--- src/rtl/core101_arb_pkg.sv ---
// Shared types and helpers for the Core101 memory arbiter.
// Holds FSM state encodings, an index-width helper and GRANT_W.
package core101_arb_pkg;

  typedef enum logic [1:0] {
    S_IDLE = 2'd0,
    S_REQ  = 2'd1,
    S_RESP = 2'd2
  } arb_state_e;

  function automatic int clog2(input int v);
    int r;
    r = 0;
    while ((1 << r) < v) r++;
    return r;
  endfunction

  // Index width, never less than one bit.
  function automatic int idx_w(input int n);
    return (n < 2) ? 1 : clog2(n);
  endfunction

  localparam int DEF_N_MASTERS = 2;
  localparam int GRANT_W = idx_w(DEF_N_MASTERS);

endpackage

--- src/rtl/core101_rr_pick.sv ---
// Combinational round-robin picker: first set request bit at or
// above last_i+1 (mod N). Ports: req_i, last_i -> grant_o, any_o.
module core101_rr_pick
  import core101_arb_pkg::*;
#(
  parameter int N  = DEF_N_MASTERS,
  parameter int GW = GRANT_W
) (
  input  logic [N-1:0]  req_i,
  input  logic [GW-1:0] last_i,
  output logic [GW-1:0] grant_o,
  output logic          any_o
);

  logic [GW-1:0] idx;

  // Walk from farthest to nearest candidate; the nearest hit
  // is assigned last and therefore wins.
  always_comb begin
    grant_o = '0;
    any_o   = 1'b0;
    idx     = '0;
    for (int k = N; k >= 1; k--) begin
      idx = GW'((int'(last_i) + k) % N);
      if (req_i[idx]) begin
        grant_o = idx;
        any_o   = 1'b1;
      end
    end
  end

endmodule

--- src/rtl/core101_mem_arbiter.sv ---
// N-master, single-slave round-robin arbiter for Core101 memory ports.
// Ports: clock_in/reset_in; m_* master side (packed per master),
// s_* slave side; all outputs registered. IDLE -> REQ -> RESP.
// Optional slave timeout: define CORE101_ARB_TIMEOUT_EN.
module core101_mem_arbiter
  import core101_arb_pkg::*;
#(
  parameter int XLEN           = 32,
  parameter int N_MASTERS      = 2,
  parameter int TIMEOUT_CYCLES = 255
) (
  input  logic                      clock_in,
  input  logic                      reset_in,
  input  logic [N_MASTERS-1:0]      m_valid_in,
  input  logic [N_MASTERS-1:0]      m_write_in,
  input  logic [N_MASTERS*XLEN-1:0] m_addr_in,
  input  logic [N_MASTERS*XLEN-1:0] m_data_in,
  output logic [N_MASTERS-1:0]      m_ready_out,
  output logic [XLEN-1:0]           m_data_out,
  output logic                      m_err_out,
  output logic                      s_valid_out,
  output logic                      s_write_out,
  output logic [XLEN-1:0]           s_addr_out,
  output logic [XLEN-1:0]           s_data_out,
  input  logic                      s_ready_in,
  input  logic [XLEN-1:0]           s_data_in
);

  localparam int GW = idx_w(N_MASTERS);
  localparam logic [GW-1:0] LAST_RST = GW'(N_MASTERS - 1);
  localparam logic [N_MASTERS-1:0] ONE = 1;

  arb_state_e           state_q;
  logic [GW-1:0]        last_q;
  logic [GW-1:0]        grant_q;
  logic [GW-1:0]        grant_d;
  logic                 any_d;
  logic                 s_valid_q;
  logic                 s_write_q;
  logic [XLEN-1:0]      s_addr_q;
  logic [XLEN-1:0]      s_data_q;
  logic [N_MASTERS-1:0] m_ready_q;
  logic [XLEN-1:0]      m_data_q;
  logic                 m_err_q;

`ifdef CORE101_ARB_TIMEOUT_EN
  localparam int TW = idx_w(TIMEOUT_CYCLES + 1);
  localparam logic [TW-1:0] TMO_LAST = TW'(TIMEOUT_CYCLES - 1);
  logic [TW-1:0] tmo_q;
`else
  logic tmo_unused;
  assign tmo_unused = (TIMEOUT_CYCLES != 0);
`endif

  core101_rr_pick #(
    .N  (N_MASTERS),
    .GW (GW)
  ) u_pick (
    .req_i   (m_valid_in),
    .last_i  (last_q),
    .grant_o (grant_d),
    .any_o   (any_d)
  );

  always_ff @(posedge clock_in or posedge reset_in) begin
    if (reset_in) begin
      state_q   <= S_IDLE;
      last_q    <= LAST_RST;
      grant_q   <= '0;
      s_valid_q <= 1'b0;
      s_write_q <= 1'b0;
      s_addr_q  <= '0;
      s_data_q  <= '0;
      m_ready_q <= '0;
      m_data_q  <= '0;
      m_err_q   <= 1'b0;
`ifdef CORE101_ARB_TIMEOUT_EN
      tmo_q     <= '0;
`endif
    end else begin
      unique case (state_q)
        S_IDLE: begin
          if (any_d) begin
            grant_q   <= grant_d;
            s_addr_q  <= m_addr_in[grant_d*XLEN +: XLEN];
            s_data_q  <= m_data_in[grant_d*XLEN +: XLEN];
            s_write_q <= m_write_in[grant_d];
            s_valid_q <= 1'b1;
            state_q   <= S_REQ;
`ifdef CORE101_ARB_TIMEOUT_EN
            tmo_q     <= '0;
`endif
          end
        end
        S_REQ: begin
          // Slave completion beats the timeout on the terminal cycle.
          if (s_ready_in) begin
            m_data_q  <= s_write_q ? '0 : s_data_in;
            m_ready_q <= ONE << grant_q;
            m_err_q   <= 1'b0;
            s_valid_q <= 1'b0;
            last_q    <= grant_q;
            state_q   <= S_RESP;
          end
`ifdef CORE101_ARB_TIMEOUT_EN
          else if (tmo_q == TMO_LAST) begin
            m_data_q  <= '0;
            m_ready_q <= ONE << grant_q;
            m_err_q   <= 1'b1;
            s_valid_q <= 1'b0;
            last_q    <= grant_q;
            state_q   <= S_RESP;
          end else begin
            tmo_q <= tmo_q + 1'b1;
          end
`endif
        end
        S_RESP: begin
          m_ready_q <= '0;
          m_data_q  <= '0;
          m_err_q   <= 1'b0;
          state_q   <= S_IDLE;
        end
        default: state_q <= S_IDLE;
      endcase
    end
  end

  assign m_ready_out = m_ready_q;
  assign m_data_out  = m_data_q;
  assign m_err_out   = m_err_q;
  assign s_valid_out = s_valid_q;
  assign s_write_out = s_write_q;
  assign s_addr_out  = s_addr_q;
  assign s_data_out  = s_data_q;

endmodule
--- config.mk ---
export PLATFORM = sky130hd
export DESIGN_NAME = core101_mem_arbiter
export DESIGN_NICKNAME = d
export VERILOG_FILES = /design/src/rtl/core101_arb_pkg.sv /design/src/rtl/core101_rr_pick.sv /design/src/rtl/core101_mem_arbiter.sv
export SDC_FILE = /design/constraint.sdc
export NUM_CORES = 1
export LEC_CHECK = 0
export BUFFER_PORTS_ARGS = -buffer_cell sky130_fd_sc_hd__buf_2
export CAP_MARGIN = 20
export CORE_ASPECT_RATIO = 0.7
export CORE_MARGIN = 3
export CORE_UTILIZATION = 45
export DETAILED_ROUTE_END_ITERATION = 12
export PLACE_DENSITY = 0.81
export SETUP_SLACK_MARGIN = 0.05
export SLEW_MARGIN = 30
export SYNTH_ARGS = -nofsm -noshare
export SYNTH_HDL_FRONTEND = slang
export SYNTH_SLANG_ARGS = --single-unit
--- constraint.sdc ---
create_clock -name clock_in -period 3.5 [get_ports clock_in]
set_input_delay 0.175 -clock clock_in [delete_from_list [all_inputs] [get_ports clock_in]]
set_output_delay 0.175 -clock clock_in [all_outputs]
set_load 0.1 [all_outputs]
# After elaboration in Yosys (flattened, before gate mapping)
# Cells that the tools add are included.
totals:
  reg_bits: 105
  latch_bits: 0
  mem_bits_rw: 0
  mem_bits_ro: 0
  in_bits: 167
  out_inout_bits: 101
  mem_count: 0
op_classes:
  n_addsub: 2
  multipliers: 0
  n_div: 0
  magnitude_cmp: 3
  n_eq_ne: 4
  shift: 3
  n_mux: 22
  bitwise: 0
  reduce_logical: 8
op_table:
  columns: ["operator", "n"]
  rows:
  - ["$shiftx A64 B7 Y32", 2]
  - ["$mux W32", 2]
  - ["$pmux W32 S2", 1]
  - ["$mux W1", 12]
  - ["$pmux W2 S2", 2]
  - ["$reduce_and A2 Y1", 4]
  - ["$lt A1 B2 Y1 const B", 3]
  - ["$mux W2", 3]
  - ["$ne A2 B2 Y1 const B", 2]
  - ["$pmux W1 S2", 2]
  - ["$reduce_bool A2 Y1", 2]
  - ["$reduce_and A3 Y1", 1]
  - ["$add A1 B1 Y1 const B", 2]
  - ["$eq A2 B1 Y1 const B", 1]
  - ["$eq A2 B2 Y1 const B", 1]
  - ["$logic_not A2 Y1", 1]
  - ["$shl A1 B1 Y2 const A", 1]

# Longest topological paths before layout
logic_depth:
  ltp_word: 7
  mapped_depth: 5

# Modules after synthesis
# From an unflattened synthesis, not the netlist that was laid out.
hier_totals:
  cells_unflattened: 311
  area_unflattened_um2: 4850.9
by_module_without_submodules:
  columns: ["mod", "instances", "cells_each", "area_per_inst_um2", "seq_area_each_um2"]
  rows:
  - ["core101_mem_arbiter", 1, 309, 4837.1, 2603.7]
  - ["core101_rr_pick", 1, 2, 13.8, 0.0]

# Worst setup path before layout
# No wires, ideal clock.
synth_path:
  path_type: "register to register"
  startpoint: "reg s_write_q, in the netlist s_write_out"
  endpoint: "reg m_data_q[0], in the netlist m_data_out[0]"
  setup_time_ns: 0.122
  t_arrival_ns: 1.500
  required_time_ns: 3.378
  setup_slack_ns: 1.878
  path_stages_with_launch: 4
  n_path_buf: 1
  period_less_slack_ns: 1.622
  cell_sequence: "dfrtp_1 -> nor2_1 -> buf_2 -> a22o_1"
synth_via:
  elab_chain_len: 3
synth_rtl:
  columns: ["item", "line", "source"]
  rows:
  - ["start: declaration", "core101_mem_arbiter.sv:39", "logic s_write_q;"]
  - ["start signal: assignment", "core101_mem_arbiter.sv:87", "s_write_q <= m_write_in[grant_d];"]
  - ["$mux W32", "core101_mem_arbiter.sv:98", "m_data_q <= s_write_q ? '0 : s_data_in;"]
  - ["$mux W32", "core101_mem_arbiter.sv:97", "if (s_ready_in) begin"]
  - ["$pmux W32 S2", "core101_mem_arbiter.sv:81", "unique case (state_q)"]
  - ["end signal: assignment", "core101_mem_arbiter.sv:98", null]
  - ["end: declaration", "core101_mem_arbiter.sv:43", "logic [XLEN-1:0] m_data_q;"]
# No other way between the ends. The select of a mux whose other input is x is not followed.
# A chain may end at the register's enable or synchronous reset.

# Final worst setup path
layout_path:
  startpoint: "reg last_q"
  endpoint: "reg s_addr_q[27], in the netlist s_addr_out[27]"
layout_via:
  elab_chain_len: 6
layout_rtl:
  columns: ["item", "line", "source"]
  rows:
  - ["start: declaration", "core101_mem_arbiter.sv:34", "logic [GW-1:0] last_q;"]
  - ["start signal: assignment", "core101_mem_arbiter.sv:102", "last_q <= grant_q;"]
  - ["$add A1 B1 Y1", "core101_rr_pick.sv:24", "idx = GW'((int'(last_i) + k) % N);"]
  - ["$mux W1 (not written as such) (2 in a row)", "core101_rr_pick.sv:25", "if (req_i[idx]) begin"]
  - ["$mux W1 (2 in a row)", "core101_rr_pick.sv:25", null]
  - ["$shiftx A64 B7 Y32 / $reduce_and A2 Y1 (equally long branches)", null, null]
  - ["end signal: assignment", "core101_mem_arbiter.sv:85", "s_addr_q <= m_addr_in[grant_d*XLEN +: XLEN];"]
  - ["end: declaration", "core101_mem_arbiter.sv:40", "logic [XLEN-1:0] s_addr_q;"]
# Parallel ways exist; a longest one is shown, timed or not. The select of a mux whose other input is x is not followed.

==> impl_metrics.py <==
metrics = {
    "status": {
        "status": "complete, no violations",
    },
    "clock_tree": {
        "cts-root-buf": "clkbuf_16",
        "clock_latency_ns": 0.35,
        "htreeDepth": 3,
        "cts_inserted_buffers": 9,
        "cts_buffer_depth": 2,
        "path_clk_slew_ns": 0.08,
        "post_cts_buffers": 0,
        "cts_tree": "yes",
        "clock_sinks": 104,
    },
    "sta": {
        "finClkSkew_ns": 0.01173,
        "worst_slew_pin_slew_ns": 0.6667,
        "hold_viol": 0,
        "timing.setup.tns_ns": 0,
        "slew_violations": 0,
        "rsz0062_at_grt": "false",
        "final-setup-viol-count": 0,
        "slew-limit-headroom_pct": 55.56,
        "fin_crit_sh_pct": 62.38,
        "period_minus_slack_ns": 2.183,
        "fmax_mhz": 458.1,
        "hold_ws_ns": 0.04146,
    },
    "cells_and_area": {
        "design_area_mm2": 0.006610,
        "syn_to_final_growth_pct": 35.32,
        "diodes": 0,
        "fin_nets": 739,
        "utilization_pct": 63.12,
        "drive_gt1_share_pct": 73.48,
    },
    "min_path": {
        "min_from": "s_data_in[9]",
        "hold_depth": 2,
        "min_to": "m_data_out[9]",
        "min_path_type": "input pin to flop",
    },
    "logic_synthesis": {
        "ys_ff_latch": 104,
        "syn-mean-instance-area_um2": 15.81,
        "netlist_instances": 309,
        "synthArstFlopShare_pct": 100.0,
        "synth_fa_ha_area_share_pct": 0,
        "post-synth-top-count-cell": "dfrtp_1",
        "yosysWarnings": 0,
        "synth-edff-count": 0,
        "ys.flop_type": "dfrtp_1",
        "synthTopCellsByCount": "dfrtp_1, mux2_4, mux2_2",
        "ys_seq_area_share_pct": 53.30,
        "synth_compound_area_share_pct": 7.070,
        "synth_area_leaders": "dfrtp_1, mux2_4, mux2_2, a22o_1, buf_2",
        "synth_largest_area_cell": "dfrtp_1",
        "yosys.area_share.simple_pct": 0.7428,
        "syn_nets": 476,
        "synthMuxAreaShare_pct": 35.48,
        "yosysTopAreaCellShare_pct": 52.77,
        "synth_xor_area_share_pct": 0,
        "netlist_area_mm2": 0.004885,
        "synth_top_family_by_area": "multiplexers",
        "synth.distinct_cells": 22,
    },
    "setup_path": {
        "path_max_fanout": 37,
        "critPathRequiredTime_ns": 3.72,
        "crit_arrival_ns": 2.41,
        "reg2reg_depth": 4,
        "r2r_slack_ns": 1.32,
        "critPathKind": "flop to flop",
        "endpoint_kind": "flop",
        "reg2reg_to": "s_addr_out[27]",
        "crit_path_start_kind": "flop",
        "rr_startpoint": "last_q",
    },
    "drt": {
        "dr.pass1.iters": 4,
        "vias": 3574,
        "drt-initial-drc-count": 100,
        "viasPerCell": 5.041,
        "ant_nets": 0,
        "wl_per_cell_um": 17.46,
        "drc_errors": 0,
        "drt-total-wl_um": 12380,
    },
    "floorplanning": {
        "die_h_um": 93.17,
        "num_rows": 31,
        "initial_core_util_pct": 46.64,
        "core_area_mm2": 0.01047,
        "die_x_um": 130.5,
        "ios": 268,
        "die-area_mm2": 0.01216,
    },
    "placed_design": {
        "place_area_mm2": 0.006314,
        "gp_congestion": 0.7694,
        "port-buffer-count": 266,
        "dpl.hpwl_um": 9196,
    },
    "grt": {
        "grt_pass1_vias": 3777,
        "grtUsageTotal_pct": 19.53,
        "grt_antenna_before_repair": 0,
        "grt_max_degree": 46,
        "grt_overflow": 0,
        "grt_pass1_wl_um": 18740,
    },
    "flow_run": {
        "drv_cap": 0,
    },
}
-- stage by stage --
step                      setup slack [ns]  instances
after detailed placement             1.304        692
after global routing                 1.230        709
after CTS                            1.297        709
after floorplan                     0.5945        309
after global placement               1.373        692
final                                1.317        709
-- timing repair --
action                    in CTS  in global routing
hold buffers                   1                  0
gates resized for setup        0                  0
hold endpoints to repair      26                  0
-- sequential cells by signal (all words and copies together), names as in the netlist --
name and count:
grant_q 1, s_valid_out 1, s_addr_out 32, m_data_out 32, s_write_out 1, state_q 2
last_q 1, m_ready_out 2, s_data_out 32
-- routing by layer --
layer	share of wire (%)	wire length (µm)	GRT usage [%]
met2	49	6063	32.77
met5	0	0	0
met1	42	5152	24.90
met4	0.75	93	3.938
met3	8.6	1068	6.336
-- cell families (layout without fill, tap and decap cells) --
family,count (synthesis),after routing
other,1,1
buffers and inverters,26,294
multiplexers,131,131
AND/OR/NAND/NOR,7,7
AO/OA/AOI/OAI,40,40
flip-flops,104,104
-- layout make-up --
class | count | area [µm²]
repair buffers | 273 | 1399
flip-flops and latches | 104 | 2604
clock inverters | 6 | 57.56
fillers | 805 | 3862
inverters | 5 | 21.27
clock buffers | 10 | 229.0
multi-input cells | 179 | 2135
well taps | 132 | 165.2
-- placed cells by master (no fill, tap or decap) --
master	Yosys	routed
inv_6	0	3
inv_1	5	4
a21bo_4	0	1
buf_2	13	266
buf_12	0	1
clkbuf_1	0	1
inv_8	0	2
nor3_4	0	1
clkbuf_16	0	9
dfrtp_1	103	103
mux2_4	69	69
o21ai_0	1	1
nor2_2	0	1
dlygate4sd3_1	0	1
mux2i_1	1	1
nand3b_1	1	1
a22o_1	33	33
mux2_2	61	61
o31ai_1	1	1
inv_4	0	1
a32o_1	1	1
dfstp_2	1	1
o21a_2	0	1
nor2_1	2	1
nand2_1	3	3
clkinv_4	0	1
a31o_2	1	1
buf_4	3	5
a21o_1	1	1
conb_1	1	1
-- worst max-delay path by stage --
| stage | slack, ns | endpoint | startpoint |
|---|---|---|---|
| global route | 1.23 | s_addr_out[26] | last_q |
| global placement | 1.37 | s_addr_out[30] | last_q |
| CTS | 1.30 | s_addr_out[27] | last_q |
| finish | 1.32 | s_addr_out[27] | last_q |
| detailed placement | 1.30 | s_addr_out[28] | last_q |
| floorplan | 0.59 | grant_q | reset_in |
-- critical path, cell delays in order, from the launching register on --
cell	delay, ns
dfstp_2	0.54
a21bo_4	0.55
buf_12	0.32
mux2_2	0.36
mux2_2	0.27
Power is not shown: default switching activity piles up to over one toggle a cycle in this logic, so the estimate is an artifact.
